File: config.mk
export PLATFORM = sky130hd
export DESIGN_NAME = fifo_read_port_flat
export DESIGN_NICKNAME = d
export VERILOG_FILES = /design/src/rtl/fifo_pkg.sv /design/src/rtl/fifo_read_port_if.sv /design/src/rtl/sync_2ff.sv /design/src/rtl/fifo_read_port.sv /design/src/flat_wrapper.sv
export SDC_FILE = /design/constraint.sdc
export NUM_CORES = 1
export LEC_CHECK = 0
export CAP_MARGIN = 10
export CORE_MARGIN = 2
export CORE_UTILIZATION = 56
export DETAILED_ROUTE_END_ITERATION = 8
export PLACE_DENSITY_LB_ADDON = 0.12
export SLEW_MARGIN = 40
export SYNTH_ARGS = -nofsm -noshare
export SYNTH_HDL_FRONTEND = slang
export SYNTH_SLANG_ARGS = --single-unit
File: constraint.sdc
create_clock -name rd_clk -period 9.23 [get_ports rd_clk]
set_input_delay 1.3845 -clock rd_clk [delete_from_list [all_inputs] [get_ports rd_clk]]
set_output_delay 1.3845 -clock rd_clk [all_outputs]
set_load 0.01 [all_outputs]
File: src/rtl/fifo_pkg.sv
// Shared pointer helpers for both sides of the asynchronous FIFO.
// Conversions work on a wide word; callers size-cast to their pointer width.
package fifo_pkg;

    localparam int ADDR_WIDTH_DFLT = 5;
    localparam int DATA_WIDTH_DFLT = 8;
    localparam int PTR_MAX         = 32;

    typedef logic [PTR_MAX-1:0] ptr_word_t;

    function automatic ptr_word_t bin2gray(input ptr_word_t b);
        return b ^ (b >> 1);
    endfunction

    // Zero-extended Gray input keeps the upper result bits zero.
    function automatic ptr_word_t gray2bin(input ptr_word_t g);
        ptr_word_t b;
        b = g;
        for (int i = PTR_MAX - 2; i >= 0; i--) begin
            b[i] = b[i+1] ^ g[i];
        end
        return b;
    endfunction

endpackage

File: src/rtl/fifo_read_port_if.sv
// Downstream valid/ready stream presented by the FIFO read port.
interface fifo_read_port_if #(
    parameter int DATA_WIDTH = 8
);
    logic                  m_valid;
    logic                  m_ready;
    logic [DATA_WIDTH-1:0] m_data;

    modport master (output m_valid, output m_data, input m_ready);
    modport slave  (input m_valid, input m_data, output m_ready);
endinterface

File: src/rtl/sync_2ff.sv
// Two-stage flop synchroniser for Gray-coded pointers crossing clock domains.
module sync_2ff #(
    parameter int WIDTH = 1
) (
    input  logic             clk,
    input  logic             rst_n,
    input  logic [WIDTH-1:0] d,
    output logic [WIDTH-1:0] q
);

    logic [WIDTH-1:0] q1_reg;
    logic [WIDTH-1:0] q2_reg;

    always_ff @(posedge clk) begin
        if (!rst_n) begin
            q1_reg <= '0;
            q2_reg <= '0;
        end else begin
            q1_reg <= d;
            q2_reg <= q1_reg;
        end
    end

    assign q = q2_reg;

endmodule

File: src/rtl/fifo_read_port.sv
// Read-domain side of the async FIFO: pointer sync, empty/level flags, RAM read
// control and a 2-entry skid buffer giving a first-word-fall-through stream.
module fifo_read_port
    import fifo_pkg::*;
#(
    parameter int ADDR_WIDTH = ADDR_WIDTH_DFLT,
    parameter int DATA_WIDTH = DATA_WIDTH_DFLT
) (
    input  logic                  rd_clk,
    input  logic                  rst_n,
    input  logic [ADDR_WIDTH:0]   wr_ptr_gray,
    output logic [ADDR_WIDTH:0]   rd_ptr_gray,
    output logic [ADDR_WIDTH-1:0] mem_raddr,
    output logic                  mem_ren,
    input  logic [DATA_WIDTH-1:0] mem_rdata,
    fifo_read_port_if.master      m_if,
    output logic                  empty,
    output logic [ADDR_WIDTH:0]   rd_level
);

    localparam int PW = ADDR_WIDTH + 1;

    logic [PW-1:0]         wq2;
    logic [PW-1:0]         wptr_bin_s;
    logic [PW-1:0]         rd_ptr_bin_reg;
    logic [PW-1:0]         rd_ptr_bin_next;
    logic [PW-1:0]         rd_ptr_gray_reg;
    logic [PW-1:0]         rd_ptr_gray_next;
    logic                  empty_reg;
    logic [PW-1:0]         rd_level_reg;
    logic [1:0]            occ_reg;
    logic [1:0]            occ_next;
    logic                  inflight_reg;
    logic [DATA_WIDTH-1:0] skid_reg [2];
    logic                  pop;
    logic                  push;
    logic [2:0]            pending;

    sync_2ff #(
        .WIDTH (PW)
    ) u_wptr_sync (
        .clk   (rd_clk),
        .rst_n (rst_n),
        .d     (wr_ptr_gray),
        .q     (wq2)
    );

    assign wptr_bin_s = PW'(gray2bin(ptr_word_t'(wq2)));

    assign pop  = (occ_reg != 2'd0) & m_if.m_ready;
    assign push = inflight_reg;

    // Words already held or on their way, after this cycle's pop; a new read
    // is only launched when it is guaranteed a free skid slot.
    assign pending = {1'b0, occ_reg} + {2'b00, inflight_reg} - {2'b00, pop};
    assign mem_ren = rst_n & ~empty_reg & (pending < 3'd2);

    assign rd_ptr_bin_next  = rd_ptr_bin_reg + {{ADDR_WIDTH{1'b0}}, mem_ren};
    assign rd_ptr_gray_next = PW'(bin2gray(ptr_word_t'(rd_ptr_bin_next)));
    assign occ_next         = occ_reg + {1'b0, push} - {1'b0, pop};

    always_ff @(posedge rd_clk) begin
        if (!rst_n) begin
            rd_ptr_bin_reg  <= '0;
            rd_ptr_gray_reg <= '0;
            empty_reg       <= 1'b1;
            rd_level_reg    <= '0;
            occ_reg         <= 2'd0;
            inflight_reg    <= 1'b0;
            skid_reg[0]     <= '0;
            skid_reg[1]     <= '0;
        end else begin
            rd_ptr_bin_reg  <= rd_ptr_bin_next;
            rd_ptr_gray_reg <= rd_ptr_gray_next;
            // Comparing the post-read pointer stops a second read of the last word.
            empty_reg       <= (rd_ptr_gray_next == wq2);
            rd_level_reg    <= wptr_bin_s - rd_ptr_bin_next;
            inflight_reg    <= mem_ren;
            occ_reg         <= occ_next;
            if (pop) begin
                skid_reg[0] <= skid_reg[1];
            end
            if (push) begin
                if ((occ_reg == 2'd0) || ((occ_reg == 2'd1) && pop)) begin
                    skid_reg[0] <= mem_rdata;
                end else begin
                    skid_reg[1] <= mem_rdata;
                end
            end
        end
    end

    assign m_if.m_valid = (occ_reg != 2'd0);
    assign m_if.m_data  = skid_reg[0];
    assign rd_ptr_gray  = rd_ptr_gray_reg;
    assign mem_raddr    = rd_ptr_bin_reg[ADDR_WIDTH-1:0];
    assign empty        = empty_reg;
    assign rd_level     = rd_level_reg;

endmodule

File: src/flat_wrapper.sv
// flat-port wrapper written by rule: the top's interface ports become plain ports
module fifo_read_port_flat import fifo_pkg::*;
#(
    parameter int ADDR_WIDTH = ADDR_WIDTH_DFLT,
    parameter int DATA_WIDTH = DATA_WIDTH_DFLT
)
  (rd_clk, rst_n, wr_ptr_gray, rd_ptr_gray, mem_raddr, mem_ren, mem_rdata, empty, rd_level, m_if_m_valid, m_if_m_data, m_if_m_ready);
  fifo_read_port_if #(.DATA_WIDTH(DATA_WIDTH)) m_if_i ();
  input  logic rd_clk;
  input  logic rst_n;
  input  logic [ADDR_WIDTH:0] wr_ptr_gray;
  output logic [ADDR_WIDTH:0] rd_ptr_gray;
  output logic [ADDR_WIDTH-1:0] mem_raddr;
  output logic mem_ren;
  input  logic [DATA_WIDTH-1:0] mem_rdata;
  output logic empty;
  output logic [ADDR_WIDTH:0] rd_level;
  output wire logic [$bits(m_if_i.m_valid)-1:0] m_if_m_valid;
  output wire logic [$bits(m_if_i.m_data)-1:0] m_if_m_data;
  input wire logic [$bits(m_if_i.m_ready)-1:0] m_if_m_ready;
  assign m_if_m_valid = m_if_i.m_valid;
  assign m_if_m_data = m_if_i.m_data;
  assign m_if_i.m_ready = m_if_m_ready;
  fifo_read_port #(.ADDR_WIDTH(ADDR_WIDTH), .DATA_WIDTH(DATA_WIDTH)) u_core (.rd_clk(rd_clk), .rst_n(rst_n), .wr_ptr_gray(wr_ptr_gray), .rd_ptr_gray(rd_ptr_gray), .mem_raddr(mem_raddr), .mem_ren(mem_ren), .mem_rdata(mem_rdata), .m_if(m_if_i), .empty(empty), .rd_level(rd_level));
endmodule
# After elaboration in Yosys (flattened, before gate mapping)
# Memory sizes are Yosys's and may differ from the RTL's.
# Index checks and enable logic that the tools add are counted.
dict set report op_classes {
  add_sub_neg 6
  n_lt_le_gt_ge 1
  eq_ne 2
  n_mux 15
  bitwise 13
  reduce_logical 4
}
# op n
set ops {}
lappend ops {{8-bit 2-to-1 mux} 3}
lappend ops {{1-bit 2-to-1 mux} 12}
lappend ops {{6-bit by 1-bit adder with 6-bit output} 1}
lappend ops {{6-bit == test} 1}
lappend ops {{6-bit subtractor} 1}
lappend ops {{6-bit by 5-bit XOR with 6-bit output} 1}
lappend ops {{1-bit XOR} 5}
lappend ops {{2-bit by 1-bit adder with 3-bit output} 1}
lappend ops {{1-bit AND} 3}
lappend ops {{3-bit by 2-bit < comparator with 1-bit output (second input constant)} 1}
lappend ops {{1-bit OR} 3}
lappend ops {{3-bit by 1-bit subtractor with 3-bit output} 1}
lappend ops {{2-bit by 1-bit adder with 2-bit output} 1}
lappend ops {{2-bit by 1-bit == test with 1-bit output (second input constant)} 1}
lappend ops {{2-bit logical NOT} 1}
lappend ops {{2-bit nonzero test} 1}
lappend ops {{2-bit by 1-bit subtractor with 2-bit output} 1}
lappend ops {{1-bit logical AND} 1}
lappend ops {{1-bit logical OR} 1}
lappend ops {{1-bit inverter} 1}
dict set report totals {
  regBits 34
  ramBits 16
  output_inout_bits 28
  memories 1
}
# name depth width read_ports rd_clocked_by_memory_dff wr line_no
set memory_table {}
lappend memory_table {u_core.skid_reg 2 8 2 0 2 fifo_read_port.sv:34} ;# logic [DATA_WIDTH-1:0] skid_reg [2];

# Depth between registers and ports, before layout
dict set report logic_depth {
  word_depth 9
  ltp_mapped 18
  mapped_depth_nobuf 17
}

# Modules after synthesis
# From an unflattened synthesis, not the netlist that was laid out.
dict set report hier_totals {
  hier_cells 222
  hier_area_um2 2407.3
}
# mod n_inst cells_each area_per_inst_um2
set modules_own_cells {}
lappend modules_own_cells {fifo_read_port 1 197 2070.7}
lappend modules_own_cells {sync_2ff 1 25 336.6}

# Worst setup path after synthesis
# OpenSTA, ideal clock, no wires.
dict set report synth_path {
  kind {in2reg}
  from {input m_if_m_ready}
  to {register u_core.rd_level_reg[4], in the netlist u_core.rd_level[4]}
  setup_time_ns 0.123
  arrival_time_ns 4.634
  required_time_ns 9.107
  slack_ns 4.472
  cell_stages 14
  path_buffers 1
  path_cell_list {nand3_1 -> o21ai_0 -> ha_1 -> fa_1 -> nor4_1 -> ha_1 -> ha_1 -> buf_4 -> xor2_2 -> inv_1 -> ha_1 -> a21oi_1 -> mux2i_1 -> mux2_1}
}
dict set report synth_between {
  elab_chain_cells 6
}
# item line_no
set synth_lines {}
lappend synth_lines {{start, declared} flat_wrapper.sv:20} ;# input wire logic [$bits(m_if_i.m_ready)-1:0] m_if_m_ready;
lappend synth_lines {{1-bit AND} fifo_read_port.sv:50} ;# assign pop = (occ_reg != 2'd0) & m_if.m_ready;
lappend synth_lines {{3-bit by 1-bit subtractor with 3-bit output} fifo_read_port.sv:55} ;# assign pending = {1'b0, occ_reg} + {2'b00, inflight_reg} - {2'b00, pop};
lappend synth_lines {{3-bit by 2-bit < comparator with 1-bit output} fifo_read_port.sv:56} ;# assign mem_ren = rst_n & ~empty_reg & (pending < 3'd2);
lappend synth_lines {{1-bit AND} fifo_read_port.sv:56}
lappend synth_lines {{via mem_ren} flat_wrapper.sv:14} ;# output logic mem_ren;
lappend synth_lines {{6-bit by 1-bit adder with 6-bit output} fifo_read_port.sv:58} ;# assign rd_ptr_bin_next = rd_ptr_bin_reg + {{ADDR_WIDTH{1'b0}}, mem_ren};
lappend synth_lines {{6-bit subtractor} fifo_read_port.sv:77} ;# rd_level_reg <= wptr_bin_s - rd_ptr_bin_next;
lappend synth_lines {{end signal, assigned} fifo_read_port.sv:77}
lappend synth_lines {{end, declared} fifo_read_port.sv:30} ;# logic [PW-1:0] rd_level_reg;
# The timed path passes the listed nets, and every way through them passes these cells.
# A chain may end at the register's enable or synchronous reset.

# Final worst setup path
dict set report layout_path {
  from {input m_if_m_ready}
  to {output mem_ren}
}
dict set report layout_between {
  elab_chain_cells 4
}
# item line_no
set layout_lines {}
lappend layout_lines {{1-bit AND} fifo_read_port.sv:50}
lappend layout_lines {{3-bit by 1-bit subtractor with 3-bit output} fifo_read_port.sv:55}
lappend layout_lines {{3-bit by 2-bit < comparator with 1-bit output} fifo_read_port.sv:56}
lappend layout_lines {{1-bit AND} fifo_read_port.sv:56}
lappend layout_lines {{end, declared} flat_wrapper.sv:14}
# No other way between the ends.

==> key figures <==
Routing
  • Vias: 1,665
  • Routed WL: 4480 um
  • Wire per inst: 13.9 um
  • DRT Pass-1 Iters: 4
  • DRT iter0 DRCs: 52
  • Vias per cell: 5.17
  • ANT nets after route: 0
  • # DRC: 0

Worst setup path
  • Crit. End Element: output port
  • Type of the worst setup path: in -> out
  • CP required: 7850 ps
  • Worst-path maximum fanout: 4
  • CP Data Arrival Time: 3730 ps
  • Cell Chain, Critical Path: clkdlybuf4s50_1 > nand3_1 > o21ai_0 > ha_1 > fa_1 > nor4_1 > clkdlybuf4s50_1
  • R2r endpoint: u_core.rd_level[5]
  • Worst stage delay on the critical path: 630 ps
  • R2R cell count: 15
  • Worst Path Buf+Inv: 2
  • Slowest CP cell: clkdlybuf4s50_1
  • CP Launch Type: input port
  • CP top delay family: buffers and inverters
  • Most used cell, CP: clkdlybuf4s50_1
  • Flop2flop setup slack: 5280 ps
  • R2r startpoint: u_core.occ_reg[1]

Clock tree
  • Clk slew on worst S/H paths: 80 ps
  • Clock root buffer master: clkbuf_8
  • CTS buffer count: 5
  • Clk buf depth: 2
  • TritonCTS clock tree: yes
  • Hold-fix buffers, CTS: 0
  • Clock sink count: 49
  • Total setup buffers inserted after CTS: 0
  • CTS-repair resized insts: 0
  • Worst-Skew Late Latency: 300 ps
  • H-Tree Depth: 2

STA
  • RSZ-0062 raised after global routing: false
  • Slew Limit Headroom: 51.6%
  • Slew Viols, Final: 0
  • Worst setup margin: 4120 ps
  • Worst-margin pin slew: 725 ps
  • Clock Skews: 5.91 ps
  • Final setup violation count: 0
  • Period utilisation layout: 55.4%
  • Crit path time final: 5110 ps
  • Max Fclk: 196 MHz
  • Setup_tns: 0 ps
  • Hold Fails Final Rpt: 0

Hold path
  • Min-delay src: u_core.u_wptr_sync.q1_reg[4]
  • Hold Crit Class: reg -> reg
  • Hold path endpoint: u_core.u_wptr_sync.q[4]
  • Hold Path Depth: 1

Synthesis
  • Dominant synthesized flop cell: dfxtp_1
  • Ys async rst share: 0%
  • Number of enable flip-flop cells after synthesis: 16
  • Cells after synthesis: 233
  • Post-synth net total: 258
  • Mapped Area: 2500 um^2
  • Mean post-synth cell area: 10.7 um^2
  • Netlist cell types: 46
  • Post-synthesis sequential area ratio: 45.6%
  • Warnings from Yosys: 0
  • Yosys reg bits: 49

Pwr
  • P per Cell Area: 160 nW/um^2
  • Leakage: 1.16 nW
  • Peak supply drop: 0.136 mV

Layout
  • Final instance area: 2990 um^2
  • Area delta synth->final: 19.8%
  • Final net count: 294
  • Number of flip-flops in the largest register: 16
  • ANT cells: 0
  • Fillers: 351
  • Share of post-route cells with drive strength above 1: 8.89%

Global route
  • Initial antenna violation count: 0
  • First-pass GRT wire length: 7560 um
  • Total grt overflow: 0
  • Met2 Use GR: 29.8%
  • Gr busiest metal: met2
  • Met1 Resource Use GR: 27.5%
  • Largest net degree at the start of global routing: 26
  • Vias in the first global route: 1,580
  • Met3 Track Usage GR: 4.70%
  • Total GRT Usage: 19.7%

Floorplan
  • Die Span Y: 70.8 um
  • Die area: 5010 um^2
  • Die width: 70.8 um
  • FP Rows: 24
  • Core ar.: 4320 um^2
  • Starting density of the core: 57.8%
  • Ports: 45

Outcome
  • Status: complete, no violations

Placement
  • Port Buffer Count: 44
  • DP HPWL: 3310 um
  • DP Area: 2910 um^2
  • Setup Slack @ Placement: 3830 ps
  • GPL Wtd Cong: 0.839

Run
  • Max-cap violations: 0
==> cells by family (layout without fill, tap and decap cells) <==
| kind of cell | Yosys count | after routing | share of synthesized area, % |
|---|---|---|---|
| muxes | 15 | 15 | 6.31 |
| DFF | 49 | 49 | 45.6 |
| buffers and inverters | 27 | 64 | 6.01 |
| AOI/OAI and AO/OA | 22 | 22 | 6.26 |
| adders and majority gates | 8 | 8 | 4.60 |
| xor gates and xnor gates | 24 | 24 | 11.5 |
| and+or+nand+nor | 88 | 88 | 19.7 |
==> worst max path at each step <==
stage,startpoint,end,depth (start not counted)
final,m_if_m_ready,mem_ren,7
after global routing,m_if_m_ready,u_core.rd_level[5],16
after CTS,m_if_m_ready,mem_ren,7
after detailed placement,m_if_m_ready,u_core.rd_level[5],16
after global placement,m_if_m_ready,u_core.rd_level[4],14
after floorplan,m_if_m_ready,u_core.rd_level[4],14
==> where the power goes <==
group / leakage, nW / switching, mW / internal (mW)
registers: 0.437 / 0.00779 / 0.242
clock network: 0.0455 / 0.0708 / 0.0525
logic: 0.680 / 0.0488 / 0.0570
total: 1.16 / 0.127 / 0.351
==> through the flow <==
stage               hold slack [ps]  cells  total power [mW]  util [%]
global route                    469    322             0.504      69.2
floorplan                       412    233             0.319         -
detailed placement              418    314             0.361      67.2
CTS                             438    322             0.483      69.2
global placement                415    314             0.358      67.2
finish                          438    322             0.479      69.2
==> Yosys cell counts, types with 2 or more instances <==
library cell	n	area share, %
o21ai_0	5	1.0
buf_2	3	0.60
nand3_1	3	0.60
nand3_4	2	1.4
nor2_1	26	3.9
edfxtp_1	16	19
xor2_2	2	1.3
xnor2_2	4	2.6
o221ai_1	2	0.70
and3_1	3	0.75
o41ai_2	2	1.3
nand2_1	10	1.5
a21oi_1	6	1.2
buf_4	9	2.7
mux2_1	2	0.90
xnor2_1	11	3.9
nor3_1	3	0.60
dfxtp_1	33	26
fa_1	2	1.6
ha_1	6	3.0
clkbuf_1	3	0.45
nor3b_1	2	0.60
and2_1	28	7.0
xor2_1	5	1.8
nor4_1	3	0.75
mux2i_1	12	4.8
inv_1	10	1.5
and4b_1	2	0.80
==> metal layers <==
layer | vias up | part of all wire [%]
met2 | 44 | 44
met3 | 7 | 5.2
li1 | 859 | -
met5 | - | 0
met4 | 0 | 1.5
met1 | 755 | 49
==> worst register-to-register path, delay by kind of cell (launching register included) <==
kind                     cells  cell delay [ps]
AO/OA/AOI/OAI                4              590
AND/OR/NAND/NOR              3              620
buffers and inverters        1              130
XOR/XNOR                     1              230
flip-flops                   1              430
multiplexers                 1              140
adder cells (fa/ha/maj)      5             1710
==> cell type report <==
cell class                 count  area, um^2  share of cell area (%)
multi-input combinational    157        1210                    40.4
clock buffer                   5        68.8                    2.30
sequential                    49        1140                    38.1
tap                           52        65.1                    2.17
inverter                      10        37.5                    1.25
timing repair buffer          46         455                    15.2
clock inverter                 3        17.5                   0.585
==> layout by cell type, fill, tap and decap left out, drive strengths merged, types with 2 or more instances in the layout <==
cell / n
clkdlybuf4s50: 44
ha: 6
nand2: 10
nor2: 27
and3: 4
mux2i: 12
xnor2: 16
xor2: 7
dfxtp: 33
a21oi: 6
buf: 2
nand3: 5
nor3b: 2
o221ai: 2
or2: 2
edfxtp: 16
fa: 2
mux2: 3
inv: 10
nor3: 3
clkbuf: 5
o41ai: 2
and2: 28
nor4: 3
o21ai: 6
and4b: 2
clkinv: 3
No activity file was read; power rests on OpenSTA's default activity.
